--- src/rtl/step_ctrl_pkg.sv ---
// rtl/step_ctrl_pkg.sv - shared state encoding and default board timing for step_ctrl
package step_ctrl_pkg;

  typedef enum logic {
    ST_STEP = 1'b0,
    ST_RUN  = 1'b1
  } state_t;

  // 20 ms debounce and 0.5 s run period at 50 MHz
  localparam int DEFAULT_DEBOUNCE_CYCLES = 1000000;
  localparam int DEFAULT_RUN_DIV         = 25000000;

endpackage

--- src/rtl/key_debounce.sv ---
// rtl/key_debounce.sv - two-flop synchronizer, debounce counter and press-edge pulse for one key
module key_debounce #(
  parameter int DEBOUNCE_CYCLES = 1000000,
  parameter int CNT_W           = 20
) (
  input  logic clk,
  input  logic rst,
  input  logic key_raw,
  output logic key_level,
  output logic press_pulse
);

  localparam logic [CNT_W-1:0] CNT_LAST = CNT_W'(DEBOUNCE_CYCLES - 1);

  logic             sync_a;
  logic             sync_b;
  logic [CNT_W-1:0] cnt;
  logic             accept;

  // The new level is accepted once it has differed for DEBOUNCE_CYCLES consecutive edges
  assign accept = (sync_b != key_level) && (cnt == CNT_LAST);

  // Two-stage synchronizer; idle (released) level is 1
  always_ff @(posedge clk or posedge rst) begin
    if (rst) begin
      sync_a <= 1'b1;
      sync_b <= 1'b1;
    end else begin
      sync_a <= key_raw;
      sync_b <= sync_a;
    end
  end

  // Debounce counter: any agreement with the held level restarts the stability window
  always_ff @(posedge clk or posedge rst) begin
    if (rst) begin
      cnt         <= '0;
      key_level   <= 1'b1;
      press_pulse <= 1'b0;
    end else begin
      press_pulse <= accept && key_level;
      if (sync_b == key_level) begin
        cnt <= '0;
      end else if (accept) begin
        cnt       <= '0;
        key_level <= sync_b;
      end else begin
        cnt <= cnt + CNT_W'(1);
      end
    end
  end

endmodule

--- src/rtl/step_ctrl.sv ---
// rtl/step_ctrl.sv - key-driven CPU clock-enable generator with single-step and free-run modes
module step_ctrl
  import step_ctrl_pkg::*;
#(
  parameter int DEBOUNCE_CYCLES = DEFAULT_DEBOUNCE_CYCLES,
  parameter int CNT_W           = 20,
  parameter int RUN_DIV         = DEFAULT_RUN_DIV,
  parameter int DIV_W           = 25
) (
  input  logic        clk,
  input  logic        rst,
  input  logic        key_step,
  input  logic        key_mode,
  output logic        cpu_en,
  output logic        run_mode,
  output logic [15:0] step_count
);

  localparam logic [DIV_W-1:0] DIV_LAST = DIV_W'(RUN_DIV - 1);

  state_t           state;
  state_t           state_next;
  logic [DIV_W-1:0] div;
  logic [DIV_W-1:0] div_next;
  logic             en_next;
  logic             step_press;
  logic             mode_press;
  logic             step_level;
  logic             mode_level;
  logic             unused_levels;

  key_debounce #(
    .DEBOUNCE_CYCLES(DEBOUNCE_CYCLES),
    .CNT_W          (CNT_W)
  ) u_step_key (
    .clk        (clk),
    .rst        (rst),
    .key_raw    (key_step),
    .key_level  (step_level),
    .press_pulse(step_press)
  );

  key_debounce #(
    .DEBOUNCE_CYCLES(DEBOUNCE_CYCLES),
    .CNT_W          (CNT_W)
  ) u_mode_key (
    .clk        (clk),
    .rst        (rst),
    .key_raw    (key_mode),
    .key_level  (mode_level),
    .press_pulse(mode_press)
  );

  // Debounced levels are not needed here; only the press events drive the controller
  assign unused_levels = step_level ^ mode_level;

  assign run_mode = (state == ST_RUN);

  // Next state, next enable and divider; a mode press always wins and cancels any pulse
  always_comb begin
    state_next = state;
    en_next    = 1'b0;
    div_next   = '0;
    unique case (state)
      ST_STEP: begin
        if (mode_press) state_next = ST_RUN;
        else            en_next    = step_press;
      end
      ST_RUN: begin
        if (mode_press)            state_next = ST_STEP;
        else if (div == DIV_LAST)  en_next    = 1'b1;
        else                       div_next   = div + DIV_W'(1);
      end
    endcase
  end

  // State, divider, registered enable and the step counter that tracks issued enables
  always_ff @(posedge clk or posedge rst) begin
    if (rst) begin
      state      <= ST_STEP;
      div        <= '0;
      cpu_en     <= 1'b0;
      step_count <= '0;
    end else begin
      state      <= state_next;
      div        <= div_next;
      cpu_en     <= en_next;
      step_count <= step_count + 16'(en_next);
    end
  end

endmodule

--- config.mk ---
export PLATFORM = sky130hd
export DESIGN_NAME = step_ctrl
export DESIGN_NICKNAME = d
export VERILOG_FILES = /design/src/rtl/step_ctrl_pkg.sv /design/src/rtl/key_debounce.sv /design/src/rtl/step_ctrl.sv
export SDC_FILE = /design/constraint.sdc
export NUM_CORES = 1
export LEC_CHECK = 0
export CAP_MARGIN = 10
export CORE_MARGIN = 2
export CORE_UTILIZATION = 40
export CTS_CLUSTER_SIZE = 10
export DETAILED_ROUTE_END_ITERATION = 12
export PLACE_DENSITY = 0.66
export SYNTH_ARGS = -nofsm -noshare
export SYNTH_HDL_FRONTEND = slang
export SYNTH_SLANG_ARGS = --single-unit
export TNS_END_PERCENT = 10
--- constraint.sdc ---
create_clock -name clk -period 3.55 [get_ports clk]
set_input_delay 0.71 -clock clk [delete_from_list [all_inputs] [get_ports clk]]
set_output_delay 0.71 -clock clk [all_outputs]
set_load 0.02 [all_outputs]
==> flow_metrics.tcl <==
set metrics [dict create \
    synth_nets 429 \
    grt_max_degree 54 \
    worstSetupPathType "flop to flop" \
    timing.rr.start "div[0]" \
    asr_flop_ratio_synth 1.00 \
    cp_max_fo 6 \
    post-route-worst-setup-slack_ps 604 \
    final_period_minus_worst_setup_slack_ps 2950 \
    cts_hold_buffers 0 \
    drt-pass1-iter-count 4 \
    synth-seq-area-share 0.532 \
    clock_tree.buffer_depth 2 \
    most_numerous_cell_in_the_yosys_netlist "sky130_fd_sc_hd__dfrtp_1" \
    maxClockFrequency_mhz 339 \
    groute.usage.overall 0.154 \
    worst_clock_skew_ps 8.36 \
    n_antenna_cell 0 \
    synth_area_per_cell_um2 10.2 \
    h_tree_level_count 3 \
    slowest_delay_ps 460 \
    cellPowerDensity_nw_per_um2 376 \
    design.core.area_um2 10400 \
    die_w_um 108 \
    synth_top_area_cell "sky130_fd_sc_hd__dfrtp_1" \
    reg2reg_slack_ps 600 \
    worst_slew_margin_rel 0.407 \
    routed_wire_length_per_instance_um 13.7 \
    r2r_cells 10 \
    initial_core_util 0.414 \
    unrepaired_setup_endpoints_after_global_routing "no" \
    hold-path-cell-count 0 \
    drt_first_iter_violations 166 \
    worst_setup_path_start_kind "flop" \
    hp-start "u_step_key.sync_a" \
    yosys-top-cells-area "sky130_fd_sc_hd__dfrtp_1 49%, sky130_fd_sc_hd__xor2_1 5.5%, sky130_fd_sc_hd__xnor2_1 5.3%" \
    viasPerCell 5.43 \
    number_of_buffers_added_by_the_clock_tree_synthesis_step 9 \
    drt_wl_total_um 8010 \
    final-setup-viol-count 0 \
    setup.worst_path.end_class "flop" \
    first_pass_grt_wire_length_um 14300 \
    grt_pass1_vias 3070 \
    worst-endpoint-required_ps 3800 \
    number_of_core_rows 37 \
    post_cts_resized 0 \
    distinct_cells_synth 40 \
    clock_insertion_delay_worst_skew_ps 360 \
    detailed_place_hpwl_um 5540 \
    critical_path.cell_chain "ha_1, and3_1, nand4_1, or3_1, a21oi_1, ha_1, nand3_1, nor3_1, nand3_1, xnor2_1" \
    cts_tree "built" \
    worst_path_cell_with_the_longest_stage_delay "sky130_fd_sc_hd__nor3_1" \
    xor_and_xnor_fraction_of_the_mapped_netlist_area 0.108 \
    postSynthRegisterBits 91 \
    outcome "complete, no violations" \
    synth_cells 420 \
    timing.rr.end "step_count[15]" \
    min_period_over_period 0.830 \
    hold_path.class "flop to flop" \
    path_delay_family "simple AND/OR/NAND/NOR gates" \
    yosys-mux-area-fraction 0.00524 \
    final_hold_viol_count 0 \
    detail_route.drc_violations 0 \
    post-synth-top-area-fraction 0.495 \
    post_synth_fa_ha_maj_area_fraction 0.0146 \
    drive_gt1_frac 0.0850 \
    vdd_ir_drop_max_v 0.000217 \
    static-leakage-power_nw 1.92 \
    worstPathBufferInverterCount 0 \
    cap_viol_max_count 0 \
    grt_antenna_before_repair 0 \
    finalCoreUtilization 0.469 \
    timing.final.max_slew_violations 0 \
    synth_top_flop_cell "sky130_fd_sc_hd__dfrtp_1" \
    grt-ovfl-total 0 \
    timing.critical_path.arrival_ps 3200 \
    dp_slack_ps 568 \
    post_synth_and_or_nand_nor_area_fraction 0.245 \
    synth.yosys.warnings 0 \
    synthToLayoutAreaGrowth_pct 13.2 \
    setup_total_negative_slack_ps 0 \
    synth_top_family_by_area "simple AND/OR/NAND/NOR gates" \
    drt.antenna.violating_nets 0 \
    route.vias.total 3167 \
    netlist_area_pre_place_um2 4300 \
    io-pin-count 22 \
    placement.io_buffers 21 \
    die_h_um 108 \
    hold_end "u_step_key.sync_b" \
    worst-slew-pin-transition_ps 888 \
    cts_setup_buffers 0 \
    synth.cells.most_frequent "85 x sky130_fd_sc_hd__dfrtp_1, 49 x sky130_fd_sc_hd__nor2_1, 38 x sky130_fd_sc_hd__nand3_1, 27 x sky130_fd_sc_hd__xor2_1, 26 x sky130_fd_sc_hd__xnor2_1" \
    count_of_flip_flops_with_a_built_in_enable_after_synthesis 0 \
    holdWs_ps 362 \
    cts_sinks 91 \
    gpl.final_weighted_congestion 0.787 \
    die_area_um2 11600 \
    nNetsFinal 451 \
    synth_compound_area_frac 0.0731 \
    clk_pin_slew_ps 90 \
    root_buffer "sky130_fd_sc_hd__clkbuf_8" \
]
==> state kept, by name, indices dropped and copies added (netlist names) <==
| signal | flops |
|---|---|
| div | 25 |
| u_mode_key.cnt | 20 |
| u_step_key.cnt | 20 |
| step_count | 16 |
| cpu_en | 1 |
| run_mode | 1 |
| u_mode_key.key_level | 1 |
| u_mode_key.press_pulse | 1 |
| u_mode_key.sync_a | 1 |
| u_mode_key.sync_b | 1 |
| u_step_key.key_level | 1 |
| u_step_key.press_pulse | 1 |
| u_step_key.sync_a | 1 |
| u_step_key.sync_b | 1 |
==> area by class of cell <==
type                       count  area, um^2
clock inverter                 6        70.1
clock buffer                  10         138
multi-input combinational    305        1920
fill                         971        5500
tap                          136         170
inverter                      11        42.5
sequential                    91        2280
timing repair buffer          24         245
==> layer usage <==
layer,part of all wire,vias to the layer above,track usage
met1,0.47,1573,0.206
met2,0.48,47,0.249
met3,0.032,8,0.0369
met5,0,-,0
li1,-,1539,-
met4,0.012,0,0.0467
==> worst max-delay path by stage <==
stage                     startpoint  slack (ps)  depth (start not counted)              to
final                         div[0]         600                         10  step_count[15]
after global routing          div[0]         250                         10  step_count[15]
after CTS                     div[0]         560                         10  step_count[15]
after detailed placement      div[0]         570                         10  step_count[15]
after global placement        div[0]         720                         10  step_count[15]
after floorplan                  rst         490                          1          cpu_en
==> per-stage QoR <==
stage                     cell area, um^2  total power, mW  cells
after global placement               4660             1.12    567
after CTS                            4870             1.86    583
after global routing                 4870             1.91    583
final                                4870             1.83    583
after detailed placement             4660             1.12    567
after floorplan                      4300             1.10    420
==> worst reg2reg max path: stages (launching register included) <==
cell	delay, ps
sky130_fd_sc_hd__dfrtp_1	390
sky130_fd_sc_hd__ha_1	210
sky130_fd_sc_hd__and3_1	310
sky130_fd_sc_hd__nand4_1	180
sky130_fd_sc_hd__or3_1	400
sky130_fd_sc_hd__a21oi_1	220
sky130_fd_sc_hd__ha_1	200
sky130_fd_sc_hd__nand3_1	160
sky130_fd_sc_hd__nor3_1	470
sky130_fd_sc_hd__nand3_1	170
sky130_fd_sc_hd__xnor2_1	150
==> cell families (layout without fill, tap and decap cells) <==
| group | count (synthesis) | after routing |
|---|---|---|
| compound gates | 50 | 50 |
| xor+xnor | 53 | 53 |
| mux | 2 | 2 |
| fa+ha+maj | 5 | 5 |
| simple gates | 195 | 195 |
| flops | 91 | 91 |
| buf+inv | 24 | 51 |
==> power by group <==
part,internal [mW],total (mW),switching [mW]
sequential,1.05,1.05,0.00846
combinational,0.0128,0.0452,0.0324
clock,0.352,0.732,0.380
==> placed cells by master, fill, tap and decap left out, drive strengths merged <==
master / instances
buf: 3
nand2: 25
inv: 13
nor4bb: 1
mux2: 2
xor2: 27
clkinv: 3
dfrtp: 85
clkbuf: 10
nand3: 40
or4b: 4
a31o: 1
o311ai: 1
nand4: 13
o21ai: 9
dfstp: 6
and4b: 2
xnor2: 26
or3: 7
nor3b: 1
nor2: 49
or4: 17
nand3b: 1
nor4: 5
and4: 5
nand2b: 2
o41ai: 2
bufinv: 1
a21oi: 23
o21ba: 1
nor3: 11
and2: 2
and3: 8
nor4b: 2
clkdlybuf4s50: 21
o31ai: 12
o21a: 1
ha: 5
No activity file was read; power rests on OpenSTA's default activity.
